--- src/rtl/serial_word_tx.sv ---
// Parallel-in, serial-out word transmitter with valid/ready input and framing strobes.
// Optional even-parity trailer bit when SER_TX_PARITY_EN is defined.
module serial_word_tx #(
    parameter int WIDTH = 5
) (
    input  logic             clk,
    input  logic             rst_n,
    input  logic [WIDTH-1:0] in_data,
    input  logic             in_valid,
    output logic             in_ready,
    input  logic             in_dir,
    output logic             ser_out,
    output logic             ser_valid,
    output logic             frame_start,
    output logic             frame_done,
    output logic             busy
);

`ifdef SER_TX_PARITY_EN
    localparam int FLEN = WIDTH + 1;
`else
    localparam int FLEN = WIDTH;
`endif
    localparam int CNTW = $clog2(WIDTH + 1);
    localparam logic [CNTW-1:0] LAST_CNT = CNTW'(FLEN - 1);

    localparam logic [0:0] IDLE  = 1'b0;
    localparam logic [0:0] SHIFT = 1'b1;

    logic [0:0]      state_q, state_d;
    logic [CNTW-1:0] cnt_q, cnt_d;
    logic [FLEN-1:0] shreg_q, shreg_d;
    logic            ser_out_q, ser_out_d;
    logic            ser_valid_q, ser_valid_d;
    logic            frame_start_q, frame_start_d;
    logic            frame_done_q, frame_done_d;

    logic [WIDTH-1:0] ordered;
    logic [FLEN-1:0]  frame;
    logic             last_bit;
    logic             accept;

    // Reorder the word so the frame always leaves from bit 0 of the shadow register.
    always_comb begin
        ordered = '0;
        for (int k = 0; k < WIDTH; k++) begin
            ordered[k] = in_dir ? in_data[WIDTH-1-k] : in_data[k];
        end
    end

`ifdef SER_TX_PARITY_EN
    assign frame = {^in_data, ordered};
`else
    assign frame = ordered;
`endif

    assign last_bit = (state_q == SHIFT) && (cnt_q == LAST_CNT);
    assign in_ready = (state_q == IDLE) || last_bit;
    assign accept   = in_valid && in_ready;

    always_comb begin
        state_d       = state_q;
        cnt_d         = cnt_q;
        shreg_d       = shreg_q;
        ser_out_d     = ser_out_q;
        ser_valid_d   = ser_valid_q;
        frame_start_d = 1'b0;
        frame_done_d  = 1'b0;
        if (accept) begin
            state_d       = SHIFT;
            cnt_d         = '0;
            ser_out_d     = frame[0];
            shreg_d       = frame >> 1;
            ser_valid_d   = 1'b1;
            frame_start_d = 1'b1;
        end else if (state_q == SHIFT) begin
            if (last_bit) begin
                state_d     = IDLE;
                cnt_d       = '0;
                shreg_d     = '0;
                ser_out_d   = 1'b0;
                ser_valid_d = 1'b0;
            end else begin
                cnt_d        = cnt_q + CNTW'(1);
                ser_out_d    = shreg_q[0];
                shreg_d      = shreg_q >> 1;
                frame_done_d = (cnt_d == LAST_CNT);
            end
        end
    end

    always_ff @(posedge clk or negedge rst_n) begin
        if (!rst_n) begin
            state_q       <= IDLE;
            cnt_q         <= '0;
            shreg_q       <= '0;
            ser_out_q     <= 1'b0;
            ser_valid_q   <= 1'b0;
            frame_start_q <= 1'b0;
            frame_done_q  <= 1'b0;
        end else begin
            state_q       <= state_d;
            cnt_q         <= cnt_d;
            shreg_q       <= shreg_d;
            ser_out_q     <= ser_out_d;
            ser_valid_q   <= ser_valid_d;
            frame_start_q <= frame_start_d;
            frame_done_q  <= frame_done_d;
        end
    end

    assign ser_out     = ser_out_q;
    assign ser_valid   = ser_valid_q;
    assign frame_start = frame_start_q;
    assign frame_done  = frame_done_q;
    assign busy        = ser_valid_q;

endmodule

--- config.mk ---
export PLATFORM = sky130hd
export DESIGN_NAME = serial_word_tx
export DESIGN_NICKNAME = d
export VERILOG_FILES = /design/src/rtl/serial_word_tx.sv
export SDC_FILE = /design/constraint.sdc
export NUM_CORES = 1
export LEC_CHECK = 0
export CORE_AREA = 2 2 39 41
export CTS_CLUSTER_DIAMETER = 30
export DETAILED_ROUTE_END_ITERATION = 7
export DIE_AREA = 0 0 41 43
export PLACE_DENSITY = 0.72
export REMOVE_ABC_BUFFERS = 1
export SETUP_SLACK_MARGIN = 0.4
export SLEW_MARGIN = 20
export SYNTH_ARGS = -nofsm -noshare
export SYNTH_HDL_FRONTEND = slang
export SYNTH_SLANG_ARGS = --single-unit
--- constraint.sdc ---
create_clock -name clk -period 1.9 [get_ports clk]
set_clock_uncertainty 0.1 [all_clocks]
set_input_delay 0.475 -clock clk [delete_from_list [all_inputs] [get_ports clk]]
set_output_delay 0.475 -clock clk [all_outputs]
set_load 0.05 [all_outputs]
== Word-level counts from Yosys, hierarchy flattened ==
Index checks and enable logic that the tools add are counted.
Widths: inputs -> output; s select.
Storage, ports and cells
  flip-flop bits (word level): 13
  bits of input ports: 9
  output and inout port bits: 6
  word-level logic and storage cells: 40
Operators by class
  add/subtract/negate cells: 1
  equal/unequal tests: 2
  multiplexer cells: 23
  bitwise logic cells: 1
  reductions and logical operators: 6
Operators by type and width (count)
  $mux 1: 17
  $mux 5: 2
  $mux 3: 3
  $eq 3x3->1 const B: 2
  $mux 4: 1
  $reduce_bool 2->1: 2
  $add 3x1->3 const B: 1
  $logic_and 1x1->1: 2
  $reduce_and 2->1: 1
  $logic_or 1x1->1: 1
  $not 1->1: 1

== Longest topological paths before layout ==
Gate-level depths: netlist (run 1).
  word-level depth: 6
  depth in mapped cells: 6

== Least setup slack after synthesis (run 1) ==
No wires, ideal clock.
  kind: reg2out
  start: register cnt_q[0]
  end: output port in_ready
  arrival time: 1.002 ns
  setup slack: 0.323 ns
  cell stages (with the launch flop): 5
  cells stage by stage: dfrtp_1 -> inv_1 -> ha_1 -> a21boi_4 -> inv_4
On the way
  cells in the longest elaborated chain, start to end: 3
Ends and longest elaborated chain
  from (decl): RTL line 31  | logic [CNTW-1:0] cnt_q, cnt_d;
  from (signal assigned): RTL line 103  | cnt_q <= cnt_d;
  $eq 3x3->1: RTL line 57  | assign last_bit = (state_q == SHIFT) && (cnt_q == LAST_CNT);
  $logic_and 1x1->1: RTL line 57
  $logic_or 1x1->1: RTL line 58  | assign in_ready = (state_q == IDLE) || last_bit;
  to (decl): RTL line 10  | output logic in_ready,
No other way between the ends.

== Worst setup path in the final report (run 1) ==
  start: register cnt_q[1]
  end: output port in_ready
The elaborated chain is that of the path after synthesis.

==> qor.yml, run 1 <==
synth:
  yosysSeqAreaShare_pct: 52.7
  synth-simple-area-share_pct: 11.9
  ys_seq_elements: 12
  yosys_warnings: 0
  avgSynthCellArea_sq_um: 10.9
  muxShareOfSynthArea_pct: 7.25
  synth.distinct_cells: 19
  synth_xor_area_share_pct: 0
  synth-compound-area-share_pct: 16.5
  yosys.area_share.adder_pct: 6.59
  syn_area_sq_um: 569
  synth_top_family_by_area: "compound AO/OA/AOI/OAI gates"
  syn-instance-count: 52
hold_path:
  hold_class: "flop to flop"
  hold_end: "shreg_q[1]"
  min_from: "shreg_q[1]"
  hold_path_depth: 2
floorplan:
  pin_count: 15
  dieHeight_um: 43
  rows: 14
  initial_core_util_pct: 41.1
  core_sq_um: 1380
  die-area_sq_um: 1760
  die_width_um: 41
global_routing:
  busiest_layer: "met2"
  grt_overflow_total: 0
  grtUsageMet2_pct: 27.5
  antenna_found_initial: 0
  grt_pass1_vias: 490
  met3_usage_pct: 3.14
  grt_max_degree: 13
  grt_use_total_pct: 16.6
  grt_pass1_wl_um: 2040
  met1_usage_pct: 20.0
cts:
  cts_buffer_depth: 2
  htreeDepth: 1
  hold_buffers: 0
  cts_buffers: 3
  clock-sinks: 12
  clk_pin_slew_ps: 70
  cts_tree: "built"
  clkLatencyLatePin_ps: 270
  clock-root-buffer: "clkbuf_4"
timing:
  setup_viol: 0
  max-slew-margin-rel_pct: 65.0
  drv_slew: 0
  fmax_ghz: 0.551
  worstMarginPinSlew_ps: 523
  period_minus_slack_ps: 1810
  setup_tns_ps: 0
  final-hold-violation-count: 0
  fin_ws_ps: 85.4
  rsz0062_at_grt: "yes"
  fin_crit_sh_pct: 95.5
power:
  p_int_uw: 806
  seqPwrFrac_pct: 31.3
  p_switching_uw: 600
  power_density_nw_per_um2: 1690
  ir_worst_vdd_v: 0.000638
  total_leakage_power_nw: 0.403
  swShare_pct: 42.7
  clockPowerShare_pct: 14.1
  combPwrFrac_pct: 54.6
  power.total_mw: 1.41
placed_design:
  hpwl_um: 840
  gp_congestion: 0.745
  dp_worst_setup_slack_ps: 85.3
  postPlaceCellArea_sq_um: 722
  io_buffers: 14
  dp.cells: 83
critical_path:
  cp-startpoint: "cnt_q[1]"
  critPathArrivalTime_ps: 1240
  cp-end-kind: "output pin"
  cp_slowest_stage_delay_ps: 380
  crit_chain: "inv_2 -> ha_4 -> a21boi_4 -> inv_4 -> buf_8"
  r2r_slack_ps: 480
  reg2reg_depth: 5
  crit_slowest_cell: "dfrtp_1"
  worstSetupStartpointType: "flop"
  crit_path_max_fanout: 2
  critical_path_required_ps: 1320
  worstReg2RegStart: "cnt_q[0]"
  r2r_end: "cnt_q[2]"
  path_class: "flop to output pin"
drt:
  via_count: 504
  drc: 0
  drtAntennaViolNets: 0
  vias_per_cell: 5.42
  totalWireLength_um: 1320
  drt_iter0_drc: 12
  dr.pass1.iters: 4
  wl_per_cell_um: 14.2
final_layout:
  final_area_sq_um: 830
  multi_input_area_sq_um: 255
  layout.nets: 90
  finalNonFillerCells: 93
  num_antenna_cells: 0
  area_delta_synth_final_pct: 45.7
  final-seq-area_sq_um: 300
  layout-drive-gt1-share_pct: 33.8
  nFillCells: 108
flow_run:
  drv_cap: 0
status:
  run_status: "finished, final reports clean"
## synthesized netlist by cell type
| master | instances | area share [%] |
|---|---|---|
| nand3_1 | 4 | 3.5 |
| ha_1 | 3 | 6.6 |
| a22oi_1 | 4 | 5.3 |
| inv_1 | 4 | 2.6 |
| a32o_1 | 1 | 1.8 |
| o21ai_0 | 1 | 0.88 |
| nand2b_1 | 2 | 2.2 |
| nor2_1 | 3 | 2.0 |
| inv_4 | 1 | 1.1 |
| buf_4 | 1 | 1.3 |
| dfrtp_1 | 12 | 53 |
| o21ai_1 | 5 | 4.4 |
| a21oi_1 | 1 | 0.88 |
| a21boi_4 | 1 | 3.3 |
| nand2_1 | 3 | 2.0 |
| nand2_2 | 1 | 1.1 |
| mux2i_1 | 3 | 5.3 |
| mux2_2 | 1 | 2.0 |
| and2_1 | 1 | 1.1 |
## cell families after synthesis
kind of cell               count (synthesis)
DFF                                       12
adders and majority gates                  3
AOI/OAI and AO/OA                         13
buffers and inverters                      6
and+or+nand+nor                           14
muxes                                      4
## stage by stage
stage / utilization [%] / hold slack [ps]
final: 59.9 / 439
after global routing: 59.9 / 456
after global placement: 52.2 / 400
after CTS: 59.0 / 433
after detailed placement: 52.2 / 402
after floorplan: - / 79.4
## state kept, by name (all words and copies together), names as in the netlist
signal / cells
frame_done: 1
frame_start: 1
busy: 1
ser_out: 1
cnt_q: 3
state_q: 1
shreg_q: 4
## layer usage
metal / wire length, um / share of wire [%] / up-vias
li1: - / - / 233
met1: 532 / 40 / 244
met2: 719 / 54 / 27
met3: 70 / 5.3 / 0
met4: 0 / 0 / 0
met5: 0 / 0 / -
## area by class of cell
| type | count | share of cell area [%] |
|---|---|---|
| clock buffers | 4 | 4.37 |
| well taps | 16 | 2.41 |
| inverters | 5 | 2.56 |
| multi-input cells | 34 | 30.8 |
| repair buffers | 22 | 23.7 |
| flip-flops and latches | 12 | 36.2 |
## cells in the final DEF, fill, tap and decap left out, types with 2 or more instances in the layout
cell type        count
dfrtp_1             12
buf_4               12
clkdlybuf4s50_1      8
o21ai_1              5
nand3_1              4
a22oi_1              4
nand2_1              3
mux2i_1              3
clkbuf_4             3
inv_2                2
inv_1                2
nand2b_1             2
nor2_1               2
ha_1                 2
## power by group through the flow
stage / logic [mW] / registers, mW / clock network (mW)
floorplan: 0.291 / 0.561 / 0
global placement: 0.581 / 0.435 / 0
detailed placement: 0.596 / 0.439 / 0
CTS: 0.741 / 0.430 / 0.205
global route: 0.821 / 0.452 / 0.220
finish: 0.767 / 0.440 / 0.198
## how the worst max path moves through the flow
stage / to / slack [ps] / cells after the start
6_report: in_ready / 90 / 5
5_1_grt: in_ready / 20 / 5
4_1_cts: in_ready / 110 / 5
2_1_floorplan: in_ready / 320 / 4
3_3_place_gp: in_ready / 120 / 5
3_5_place_dp: in_ready / 90 / 5
## repair_timing
item,CTS,global route
setup buffers,5,1
pin swaps,2,0
hold endpoints to repair,0,0
resized for setup,6,2
endpoints found under the setup margin,2,9
## worst max-delay path: cells and delay by family, from the launching register on
kind | cells | cell delay [ps]
buffers and inverters | 3 | 250
AO/OA/AOI/OAI | 1 | 170
flip-flops | 1 | 380
adder cells (fa/ha/maj) | 1 | 170
(Power assumes the default switching activity.)
==> run 2, diff against run 1 <==
--- a/config.mk
+++ b/config.mk
@@ -5,13 +5,13 @@
 export SDC_FILE = /design/constraint.sdc
 export NUM_CORES = 1
 export LEC_CHECK = 0
-export CORE_AREA = 2 2 39 41
+export CAP_MARGIN = 30
+export CORE_AREA = 10 10 47 49
 export CTS_CLUSTER_DIAMETER = 30
 export DETAILED_ROUTE_END_ITERATION = 7
-export DIE_AREA = 0 0 41 43
+export DIE_AREA = 0 0 57 59
 export PLACE_DENSITY = 0.72
 export REMOVE_ABC_BUFFERS = 1
-export SETUP_SLACK_MARGIN = 0.4
 export SLEW_MARGIN = 20
 export SYNTH_ARGS = -nofsm -noshare
 export SYNTH_HDL_FRONTEND = slang
==> run 2 against run 1 <==
Against the previous run:
- wire length is 12% lower
- core utilization decreased by 2.7 points
- largest cell class unchanged
- critical path depth did not move
- power shrank 7.3%
==> qor.yml, run 2 (same netlist as run 1, synthesis figures left out) <==
placed_design:
  hpwl_um: 903  # was 840 um
  io_buffers: 14  # unchanged
  gp_congestion: 0.754  # was 0.745
cts:
  cts_buffer_depth: 2  # unchanged
  cts_tree: "built"  # unchanged
  clock-sinks: 12  # unchanged
  clock-root-buffer: "clkbuf_4"  # unchanged
  cts_buffers: 3  # unchanged
  hold_buffers: 0  # unchanged
  clk_pin_slew_ps: 70  # about the same
  htreeDepth: 1  # unchanged
  clkLatencyLatePin_ps: 270  # about the same
global_routing:
  grt_pass1_wl_um: 2010  # was 2040 um
  grt_max_degree: 13  # unchanged
  grt_pass1_vias: 452  # was 490
  grt_use_total_pct: 7.60  # was 16.6%
  grt_overflow_total: 0  # unchanged
  antenna_found_initial: 0  # unchanged
critical_path:
  reg2reg_depth: 6  # was 5
  cp-end-kind: "output pin"  # unchanged
  worstSetupStartpointType: "flop"  # unchanged
  crit_path_max_fanout: 3  # was 2
  critPathArrivalTime_ps: 1260  # was 1240 ps
  critical_path_required_ps: 1320  # about the same
  path_class: "flop to output pin"  # unchanged
final_layout:
  num_antenna_cells: 0  # unchanged
  layout-drive-gt1-share_pct: 28.9  # was 33.8%
  reg_top3: "shreg_q (4), cnt_q (3)"  # unchanged
  largest_reg_flops: 4  # unchanged
  area_delta_synth_final_pct: 40.9  # was 45.7%
  layout.nets: 89  # was 90
  layout_common_cells: "12 x dfrtp_1, 12 x buf_4, 8 x clkdlybuf4s50_1"  # unchanged
  regMostFlops: "shreg_q"  # unchanged
timing:
  worstMarginPinSlew_ps: 514  # was 523 ps
  fmax_ghz: 0.546  # was 0.551 GHz
  max-slew-margin-rel_pct: 65.6  # was 65.0%
  drv_slew: 0  # unchanged
  setup_tns_ps: 0  # unchanged
  period_minus_slack_ps: 1830  # was 1810 ps
  rsz0062_at_grt: "no"  # was yes
  fin_crit_sh_pct: 96.4  # was 95.5%
  final-hold-violation-count: 0  # unchanged
  setup_viol: 0  # unchanged
drt:
  vias_per_cell: 5.11  # was 5.42
  drt_iter0_drc: 14  # was 12
  via_count: 470  # was 504
  dr.pass1.iters: 4  # unchanged
  drc: 0  # unchanged
  wl_per_cell_um: 12.6  # was 14.2 um
  drtAntennaViolNets: 0  # unchanged
  totalWireLength_um: 1160  # was 1320 um
floorplan:
  pin_count: 15  # unchanged
  core_sq_um: 1400  # was 1380 sq um
  dieHeight_um: 59  # was 43 um
  die-area_sq_um: 3360  # was 1760 sq um
  initial_core_util_pct: 40.6  # was 41.1%
  rows: 14  # unchanged
  die_width_um: 57  # was 41 um
status:
  run_status: "finished, final reports clean"  # unchanged
power:
  ir_worst_vdd_v: 0.00104  # was 0.000638 V
  total_leakage_power_nw: 0.397  # was 0.403 nW
  power.total_mw: 1.30  # was 1.41 mW
  power_density_nw_per_um2: 1630  # was 1690 nW/um^2
hold_path:
  hold_class: "flop to flop"  # unchanged
  hold_path_depth: 2  # unchanged
flow_run:
  drv_cap: 0  # unchanged
[run 2: cell types whose count changed in the layout (fill, tap and decap cells not counted)]
cell	delta
ha_4	-1
ha_2	+1
buf_8	-1
inv_2	-2
inv_1	+2
nor2_1	+1
nor2_2	-1
[run 2: worst max-delay path, cell delays in order (launching register included)]
cell      delay [ps]
dfrtp_1          370
inv_1             50
ha_2             210
a21boi_4         170
inv_4             40
buf_6            150
[run 2: through the flow]
step | hold slack, ps | worst slack [ps] | cell area (sq um) | utilization, % | cells
finish | 415 | 68.0 | 802 | 57.2 | 92
global route | 443 | 3.26 | 802 | 57.2 | 92
CTS | 412 | 32.3 | 787 | 56.2 | 90
detailed placement | 399 | 155 | 737 | 52.6 | 85
global placement | 392 | 190 | 737 | 52.6 | 85
floorplan | 79.4 | 323 | 562 | - | 51
[run 2: repair_timing]
| action | 4_1_cts | 5_1_grt |
|---|---|---|
| pin swaps | 1 | 0 |
| setup buffers | 1 | 2 |
| cloned | 0 | 0 |
| setup endpoints to repair | 1 | 1 |
| gates resized for setup | 2 | 0 |
[run 2: final timing paths]
path / startpoint / endpoint / slack [ps]
worst max-delay path: cnt_q[0] / in_ready / 70
worst max register to register: cnt_q[0] / ser_out / 510
worst min register to register: shreg_q[0] / shreg_q[0] / 410
worst min-delay path: shreg_q[0] / shreg_q[0] / 410
max in group asynchronous: rst_n / ser_out / 910
min in group asynchronous: rst_n / busy / 450
[run 2: per-layer routing]
metal	vias to the layer above	track usage (%)	routed length, um
li1	232	-	-
met1	218	7.96	482
met2	16	11.8	550
met3	4	2.58	87
met4	0	7.05	40
met5	-	0	0
[run 2: final cells by class]
type | count | area, sq um
Clock buffer | 4 | 36.3
Fill cell | 132 | 599
Inverter | 5 | 21.3
Multi-Input combinational cell | 34 | 243
Sequential cell | 12 | 300
Tap cell | 16 | 20.0
Timing Repair Buffer | 21 | 181
[run 2: report_power, final]
| group | total (mW) | leakage (nW) | internal, mW | switching [mW] |
|---|---|---|---|---|
| logic | 0.679 | 0.223 | 0.284 | 0.395 |
| clock network | 0.196 | 0.0210 | 0.116 | 0.0792 |
| registers | 0.429 | 0.153 | 0.355 | 0.0741 |
==> run 3, diff against run 2 <==
--- a/config.mk
+++ b/config.mk
@@ -10,6 +10,8 @@
 export CTS_CLUSTER_DIAMETER = 30
 export DETAILED_ROUTE_END_ITERATION = 7
 export DIE_AREA = 0 0 57 59
+export GPL_TIMING_DRIVEN = 1
+export HOLD_SLACK_MARGIN = 0.06
 export PLACE_DENSITY = 0.72
 export REMOVE_ABC_BUFFERS = 1
 export SLEW_MARGIN = 20
==> constraint.sdc (replaced) <==
create_clock -name clk -period 1.9 [get_ports clk]
set_clock_uncertainty 0.1 [all_clocks]
set_input_delay 0.38 -clock clk [delete_from_list [all_inputs] [get_ports clk]]
set_output_delay 0.38 -clock clk [all_outputs]
set_load 0.05 [all_outputs]
==> run 3 against run 2 <==
Against the previous run:
- flip-flop and latch count unchanged
- die area unchanged
- count of clock-buffer cells in the layout unchanged
- cell count up 1.1%
==> qor.yml, run 3 (same netlist as run 1, synthesis figures left out) <==
status:
  run_status: "finished, final reports clean"  # unchanged
cts:
  clock-sinks: 12  # unchanged
  clk_pin_slew_ps: 80  # was 70 ps
  cts_buffers: 3  # unchanged
  clock-root-buffer: "clkbuf_4"  # unchanged
  htreeDepth: 1  # unchanged
  cts_tree: "built"  # unchanged
  cts_buffer_depth: 2  # unchanged
  hold_buffers: 0  # unchanged
  clkLatencyLatePin_ps: 270  # about the same
final_layout:
  fin_util_pct: 58.0  # was 57.2%
  reg_top3: "shreg_q (4), cnt_q (3)"  # unchanged
  layout.nets: 90  # was 89
  final-seq-area_sq_um: 300  # unchanged
  final_common_cell: "buf_4"
  num_antenna_cells: 0  # unchanged
  nFillCells: 137  # was 132
  layout-drive-gt1-share_pct: 29.9  # was 28.9%
  regMostFlops: "shreg_q"  # unchanged
  area_delta_synth_final_pct: 42.9  # was 40.9%
  multi_input_area_sq_um: 243  # unchanged
  largest_reg_flops: 4  # unchanged
  layout_common_cells: "13 x buf_4, 12 x dfrtp_1, 8 x clkdlybuf4s50_1"  # was 12 x dfrtp_1, 12 x buf_4, 8 x clkdlybuf4s50_1
floorplan:
  die-area_sq_um: 3360  # unchanged
  pin_count: 15  # unchanged
  initial_core_util_pct: 40.6  # unchanged
  core_sq_um: 1400  # unchanged
  rows: 14  # unchanged
  dieHeight_um: 59  # unchanged
  die_width_um: 57  # unchanged
timing:
  fmax_ghz: 0.549  # was 0.546 GHz
  rsz0062_at_grt: "no"  # unchanged
  drv_slew: 0  # unchanged
  setup_viol: 0  # unchanged
  max-slew-margin-rel_pct: 63.4  # was 65.6%
  worstMarginPinSlew_ps: 547  # was 514 ps
  setup_tns_ps: 0  # unchanged
  final-hold-violation-count: 0  # unchanged
  fin_crit_sh_pct: 95.8  # was 96.4%
  period_minus_slack_ps: 1820  # was 1830 ps
power:
  combPwrFrac_pct: 53.2  # was 52.1%
  p_switching_uw: 579  # was 549 uW
  seqPwrFrac_pct: 31.8  # was 32.9%
  ir_worst_vdd_v: 0.000882  # was 0.00104 V
  clockPowerShare_pct: 15.1  # was 15.0%
  power.total_mw: 1.36  # was 1.30 mW
  power_density_nw_per_um2: 1680  # was 1630 nW/um^2
  p_int_uw: 783  # was 755 uW
  swShare_pct: 42.5  # was 42.1%
  total_leakage_power_nw: 0.404  # was 0.397 nW
global_routing:
  grt_pass1_wl_um: 2120  # was 2010 um
  grt_overflow_total: 0  # unchanged
  antenna_found_initial: 0  # unchanged
  grt_use_total_pct: 7.59  # was 7.60%
  grt_max_degree: 13  # unchanged
  grt_pass1_vias: 502  # was 452
placed_design:
  io_buffers: 14  # unchanged
  hpwl_um: 977  # was 903 um
  gp_congestion: 0.751  # was 0.754
flow_run:
  drv_cap: 0  # unchanged
critical_path:
  cp-end-kind: "output pin"  # unchanged
  critPathArrivalTime_ps: 1340  # was 1260 ps
  crit_path_max_fanout: 6  # was 3
  path_class: "flop to output pin"  # unchanged
  worstSetupStartpointType: "flop"  # unchanged
  reg2reg_depth: 7  # was 6
  critical_path_required_ps: 1420  # was 1320 ps
drt:
  totalWireLength_um: 1300  # was 1160 um
  wl_per_cell_um: 14.0  # was 12.6 um
  drt_iter0_drc: 3  # was 14
  via_count: 482  # was 470
  drc: 0  # unchanged
  dr.pass1.iters: 4  # unchanged
  vias_per_cell: 5.18  # was 5.11
  drtAntennaViolNets: 0  # unchanged
hold_path:
  hold_class: "primary input to asynchronous set/reset pin"  # was flop to flop
-- run 3: cell count changes in the layout (fill, tap and decap cells not counted) --
| cell | change |
|---|---|
| buf_6 | -1 |
| buf_8 | +1 |
| buf_4 | +1 |
-- run 3: per-stage QoR --
stage	cells	worst slack (ps)	hold slack [ps]	cell area, sq um
2_1_floorplan	51	418	-15.6	562
3_3_place_gp	84	239	392	729
3_5_place_dp	84	204	400	729
4_1_cts	89	12.2	371	773
5_1_grt	93	6.30	392	813
6_report	93	79.4	357	813
-- run 3: critical path: stages, from the launching register on --
cell      delay, ps
dfrtp_1         390
inv_1            60
ha_2            210
a21boi_4        180
inv_4            70
buf_8           150
-- run 3: routing by layer --
layer	GRT usage, %	vias up	share of wire [%]
li1	-	232	-
met1	8.64	231	41
met2	13.2	15	51
met3	1.29	4	5.1
met4	4.03	0	2.5
met5	0	-	0
-- run 3: worst paths after layout --
path	from	slack (ps)	end
setup / recovery	cnt_q[0]	80	in_ready
hold / removal	rst_n	360	cnt_q[1]
setup reg to reg	cnt_q[0]	450	shreg_q[0]
hold reg to reg	cnt_q[0]	420	cnt_q[0]
max in group asynchronous	rst_n	980	shreg_q[2]
min in group clk	cnt_q[0]	420	cnt_q[0]
-- run 3: final cells by class --
class / count / share of cell area [%]
clock buffer: 4 / 4.46
inverter: 5 / 2.62
multi-input combinational: 34 / 29.8
sequential: 12 / 36.9
tap: 16 / 2.46
timing repair buffer: 22 / 23.7
-- run 3: repair_timing --
item,4_1_cts,5_1_grt
resized for setup,0,3
pin swaps,1,1
setup buffers,1,4
endpoints found under the setup margin,1,1
endpoints found under the hold margin,0,0
-- run 3: power by group through the flow --
stage	Clock, mW	Sequential (mW)	Combinational (mW)
finish	0.206	0.433	0.724
global route	0.219	0.450	0.791
CTS	0.203	0.433	0.624
detailed placement	0	0.437	0.607
global placement	0	0.432	0.592
floorplan	0	0.561	0.291
